File: src/rtl/window_3x3_linebuf_if.sv
// Pixel-stream / window bus for the 3x3 line-buffer stage.
// Optional FRAME_DONE_EN adds the frame_done strobe.
interface window_3x3_linebuf_if #(
  parameter int unsigned n     = 8,
  parameter int unsigned IMG_W = 64,
  parameter int unsigned IMG_H = 64
);
  localparam int unsigned CW = $clog2(IMG_W);
  localparam int unsigned RW = $clog2(IMG_H);

  logic [n-1:0]  pix_in;
  logic          pix_valid;
  logic [n-1:0]  w1, w2, w3, w4, w5, w6, w7, w8, w9;
  logic          win_valid;
  logic [CW-1:0] col_idx;
  logic [RW-1:0] row_idx;
`ifdef FRAME_DONE_EN
  logic          frame_done;

  modport master (
    output pix_in, pix_valid,
    input  w1, w2, w3, w4, w5, w6, w7, w8, w9, win_valid, col_idx, row_idx, frame_done
  );
  modport slave (
    input  pix_in, pix_valid,
    output w1, w2, w3, w4, w5, w6, w7, w8, w9, win_valid, col_idx, row_idx, frame_done
  );
`else
  modport master (
    output pix_in, pix_valid,
    input  w1, w2, w3, w4, w5, w6, w7, w8, w9, win_valid, col_idx, row_idx
  );
  modport slave (
    input  pix_in, pix_valid,
    output w1, w2, w3, w4, w5, w6, w7, w8, w9, win_valid, col_idx, row_idx
  );
`endif
endinterface

File: src/rtl/window_3x3_linebuf.sv
// Two-row line buffer producing registered interior 3x3 windows from a raster stream.
// Optional FRAME_DONE_EN adds a frame_done pulse on the last pixel of each frame.
module window_3x3_linebuf #(
  parameter int unsigned n     = 8,
  parameter int unsigned IMG_W = 64,
  parameter int unsigned IMG_H = 64
) (
  input logic                  clk,
  input logic                  reset,
  window_3x3_linebuf_if.slave  bus
);
  localparam int unsigned CW = $clog2(IMG_W);
  localparam int unsigned RW = $clog2(IMG_H);

  logic [CW-1:0] col;
  logic [RW-1:0] row;
  logic          accept;
  logic          last_col;
  logic          last_row;

  // lb*[IMG_W-1] is the oldest entry: exactly one row behind the input
  logic [IMG_W-1:0][n-1:0] lb1;
  logic [IMG_W-1:0][n-1:0] lb2;

  assign accept      = bus.pix_valid && !reset;
  assign last_col    = (col == CW'(IMG_W - 1));
  assign last_row    = (row == RW'(IMG_H - 1));
  assign bus.col_idx = col;
  assign bus.row_idx = row;

  // Contents are never cleared; win_valid gating hides stale rows.
  always_ff @(posedge clk) begin
    if (accept) begin
      lb1 <= {lb1[IMG_W-2:0], bus.pix_in};
      lb2 <= {lb2[IMG_W-2:0], lb1[IMG_W-1]};
    end
  end

  always_ff @(posedge clk) begin
    if (reset) begin
      col           <= '0;
      row           <= '0;
      bus.w1        <= '0;
      bus.w2        <= '0;
      bus.w3        <= '0;
      bus.w4        <= '0;
      bus.w5        <= '0;
      bus.w6        <= '0;
      bus.w7        <= '0;
      bus.w8        <= '0;
      bus.w9        <= '0;
      bus.win_valid <= 1'b0;
    end else begin
      bus.win_valid <= 1'b0;
      if (bus.pix_valid) begin
        bus.w1 <= bus.w2;
        bus.w2 <= bus.w3;
        bus.w3 <= lb2[IMG_W-1];
        bus.w4 <= bus.w5;
        bus.w5 <= bus.w6;
        bus.w6 <= lb1[IMG_W-1];
        bus.w7 <= bus.w8;
        bus.w8 <= bus.w9;
        bus.w9 <= bus.pix_in;
        bus.win_valid <= (row >= RW'(2)) && (col >= CW'(2));
        if (last_col) begin
          col <= '0;
          row <= last_row ? '0 : row + RW'(1);
        end else begin
          col <= col + CW'(1);
        end
      end
    end
  end

`ifdef FRAME_DONE_EN
  always_ff @(posedge clk) begin
    if (reset) begin
      bus.frame_done <= 1'b0;
    end else begin
      bus.frame_done <= bus.pix_valid && last_col && last_row;
    end
  end
`endif

endmodule
File: src/flat_wrapper.sv
// flat-port wrapper written by rule: the top's interface ports become plain ports
module window_3x3_linebuf_flat 
#(
  parameter int unsigned n     = 8,
  parameter int unsigned IMG_W = 64,
  parameter int unsigned IMG_H = 64
)
  (clk, reset, bus_pix_in, bus_pix_valid, bus_w1, bus_w2, bus_w3, bus_w4, bus_w5, bus_w6, bus_w7, bus_w8, bus_w9, bus_win_valid, bus_col_idx, bus_row_idx);
  window_3x3_linebuf_if #(.n(n), .IMG_W(IMG_W), .IMG_H(IMG_H)) bus_i ();
  input logic clk;
  input logic reset;
  input wire logic [$bits(bus_i.pix_in)-1:0] bus_pix_in;
  input wire logic [$bits(bus_i.pix_valid)-1:0] bus_pix_valid;
  output wire logic [$bits(bus_i.w1)-1:0] bus_w1;
  output wire logic [$bits(bus_i.w2)-1:0] bus_w2;
  output wire logic [$bits(bus_i.w3)-1:0] bus_w3;
  output wire logic [$bits(bus_i.w4)-1:0] bus_w4;
  output wire logic [$bits(bus_i.w5)-1:0] bus_w5;
  output wire logic [$bits(bus_i.w6)-1:0] bus_w6;
  output wire logic [$bits(bus_i.w7)-1:0] bus_w7;
  output wire logic [$bits(bus_i.w8)-1:0] bus_w8;
  output wire logic [$bits(bus_i.w9)-1:0] bus_w9;
  output wire logic [$bits(bus_i.win_valid)-1:0] bus_win_valid;
  output wire logic [$bits(bus_i.col_idx)-1:0] bus_col_idx;
  output wire logic [$bits(bus_i.row_idx)-1:0] bus_row_idx;
  assign bus_i.pix_in = bus_pix_in;
  assign bus_i.pix_valid = bus_pix_valid;
  assign bus_w1 = bus_i.w1;
  assign bus_w2 = bus_i.w2;
  assign bus_w3 = bus_i.w3;
  assign bus_w4 = bus_i.w4;
  assign bus_w5 = bus_i.w5;
  assign bus_w6 = bus_i.w6;
  assign bus_w7 = bus_i.w7;
  assign bus_w8 = bus_i.w8;
  assign bus_w9 = bus_i.w9;
  assign bus_win_valid = bus_i.win_valid;
  assign bus_col_idx = bus_i.col_idx;
  assign bus_row_idx = bus_i.row_idx;
  window_3x3_linebuf #(.n(n), .IMG_W(IMG_W), .IMG_H(IMG_H)) u_core (.clk(clk), .reset(reset), .bus(bus_i));
endmodule
File: config.mk
export PLATFORM = sky130hd
export DESIGN_NAME = window_3x3_linebuf_flat
export DESIGN_NICKNAME = d
export VERILOG_FILES = /design/src/rtl/window_3x3_linebuf_if.sv /design/src/rtl/window_3x3_linebuf.sv /design/src/flat_wrapper.sv
export SDC_FILE = /design/constraint.sdc
export NUM_CORES = 1
export LEC_CHECK = 0
export CAP_MARGIN = 20
export CORE_MARGIN = 2
export CORE_UTILIZATION = 46
export DETAILED_ROUTE_END_ITERATION = 8
export GPL_ROUTABILITY_DRIVEN = 1
export PLACE_DENSITY = 0.6
export SLEW_MARGIN = 20
export SYNTH_ARGS = -nofsm -noshare
export SYNTH_HDL_FRONTEND = slang
export SYNTH_SLANG_ARGS = --single-unit
export TNS_END_PERCENT = 30
File: constraint.sdc
create_clock -name clk -period 76.8 [get_ports clk]
set_clock_uncertainty 0.15 [all_clocks]
set_input_delay 19.2 -clock clk [delete_from_list [all_inputs] [get_ports clk]]
set_output_delay 19.2 -clock clk [all_outputs]
set_load 0.03 [all_outputs]
==> results.ini <==
[final_layout]
layout_commonest_cell = edfxtp_1
fillers = 5351
drive_gt1_frac = 0.106
nets = 1537
diodes = 0
instances_no_fill = 2563
mostFrequentLayoutCells = edfxtp_1, clkbuf_16, clkdlybuf4s50_1
area_growth_pct = 16.6

[yosys]
ys_top_cells_by_area = edfxtp_1, dfxtp_1, mux2i_1
syn-cell-area_um2 = 33900
ys.flop_type = edfxtp_1
synth_cell_types = 27
seq_area_frac_synth = 0.957
async_flop_share = 0
synth-seq-cells = 1109
yosys.area.top_type = edfxtp_1
synthCells = 1331
syn_area_per_cell_um2 = 25.5
synth-edff-count = 1024
synth_top_area_frac = 0.907
yosysWarnings = 0
syn-num-nets = 1346

[sta]
setup_viol = 0
rsz0062_at_grt = false
timing.fmax_mhz = 42.8
fin_crit_ns = 23.37
finalHoldViolCount = 0
finalCritPeriodShare = 0.304
drv_slew = 0
fin_tns_setup_ns = 0
slew_headroom = 0.327
worstMarginPinSlew_ns = 1.01

[die]
dieArea_um2 = 75900
num_io_pins = 96
die_y_um = 276
rows = 99
start_util = 0.465
core_um2 = 73000
die_x_um = 276

[critical_path]
critPathCaptureType = register
r2r_slack_ns = 74.72
crit_fanout = 188
critPathKind = in2reg
required_ns = 76.91
startpoint_type = input pin
crit_arrival_ns = 23.48

[routing]
drt_first_iter_violations = 1096
routed_wl_mm = 41.0
vias = 12200
drcViolationCount = 0
ant_nets = 0
routed_via_density = 4.76
routedWlPerCell_um = 16.0
first_pass_iters = 5

[clock_network]
clock_latency_ns = 0.64
hold_buffers = 0
cts_setup_buffers = 0
clock_path_buffers = 3
root_buffer = clkbuf_16
clock-sinks = 1109
cts_tree = built
cts.repair.resized = 0
cts.clk_slew.worst_paths_ns = 0.06
h-tree-depth = 3
cts_buffers = 101

[power_and_ir_drop]
powerDensity_nw_per_um2 = 30.8
sw_frac_of_total = 0.187
irDropWorstVdd_uv = 21.2
cellLeakagePower_nw = 13.0
power.share.combinational = 0.018
p_clk_frac = 0.415
seq_power_share = 0.567
internal_power_uw = 990
power.switching_uw = 227

[grt]
grt_overflow_total = 0
grt_pass1_wl_mm = 64.1
grt_max_degree = 224
grt_pass1_vias = 11700
track_usage = 0.107
grt_antenna_before_repair = 0

[placement]
dp.cells = 2377
io_buffers = 95
place_hpwl_mm = 18.6
gp_congestion = 0.729

[hold_path]
hp-class = reg2reg

[job]
drv_cap = 0

[status]
outcome = complete, no violations

-- state kept, by name (all words and copies together) (netlist names), 8 cells and up --
signal,cells
u_core.bus.w8,8
u_core.bus.w1,8
u_core.lb1,512
u_core.bus.w5,8
u_core.bus.w7,8
u_core.bus.w4,8
u_core.bus.w9,8
u_core.lb2,512
u_core.bus.w3,8
u_core.bus.w6,8
u_core.bus.w2,8
-- final cells by class --
class / instances / area (um^2) / share of cell area
sequential: 1109 / 32500 / 0.821
clock buffer: 122 / 2670 / 0.0675
multi-input combinational: 199 / 1360 / 0.0344
tap: 959 / 1200 / 0.0304
timing repair buffer: 107 / 1090 / 0.0276
clock inverter: 63 / 746 / 0.0189
inverter: 4 / 15.0 / 0.000380
-- metal layers --
layer / vias up / track usage / part of all wire
met3: 80 / 0.0316 / 0.052
met4: 0 / 0.0381 / 0.024
li1: 5641 / - / -
met2: 251 / 0.137 / 0.40
met5: - / 0 / 0
met1: 6224 / 0.172 / 0.52
-- critical path, cell delays in order --
cell	delay, ns
buf_4	0.53
nor2b_4	0.76
buf_12	0.39
buf_12	0.64
buf_4	0.93
buf_6	0.72
-- power by group through the flow --
| stage | Sequential, mW | Combinational, mW | Clock [mW] |
|---|---|---|---|
| after floorplan | 0.744 | 0.0115 | 0 |
| after global placement | 0.703 | 0.0210 | 0 |
| after detailed placement | 0.703 | 0.0218 | 0 |
| after CTS | 0.691 | 0.0217 | 0.524 |
| after global routing | 0.692 | 0.0235 | 0.546 |
| final | 0.691 | 0.0214 | 0.506 |
-- stage by stage --
step	hold slack, ns	util	area [um^2]	setup slack, ns	total power, mW
after floorplan	0.250	-	33900	9.25	0.756
after global placement	0.253	0.495	36100	52.18	0.724
after detailed placement	0.255	0.495	36100	51.89	0.725
after CTS	0.243	0.541	39500	52.64	1.24
after global routing	0.258	0.542	39500	53.07	1.26
final	0.250	0.542	39500	53.43	1.22
-- cell usage after synthesis (4+ instances only) --
cell type,count
mux2i_1,72
nand2_1,7
o31ai_1,4
clkbuf_1,6
dfxtp_1,85
nor2_1,77
or4_1,5
ha_1,4
a21oi_1,8
buf_2,7
inv_1,4
edfxtp_1,1024
-- logic make-up after synthesis --
| kind of cell | count (synthesis) | synth area share |
|---|---|---|
| flops | 1109 | 0.957 |
| simple gates | 100 | 0.0127 |
| mux | 72 | 0.0213 |
| buf+inv | 23 | 0.00314 |
| compound gates | 19 | 0.00347 |
| xor+xnor | 4 | 0.00103 |
| fa+ha+maj | 4 | 0.00148 |
-- path summary, 6_finish.rpt --
path                                             from               endpoint  depth (start not counted)
worst max-delay path                    bus_pix_valid        u_core.lb1[100]                          6
worst min-delay path                  u_core.lb1[445]        u_core.lb1[453]                          0
worst max register to register  u_core.bus.col_idx[1]  u_core.bus.row_idx[5]                          4
worst min register to register        u_core.lb1[445]        u_core.lb1[453]                          0
Note: power is estimated with default switching activity, not from simulation.
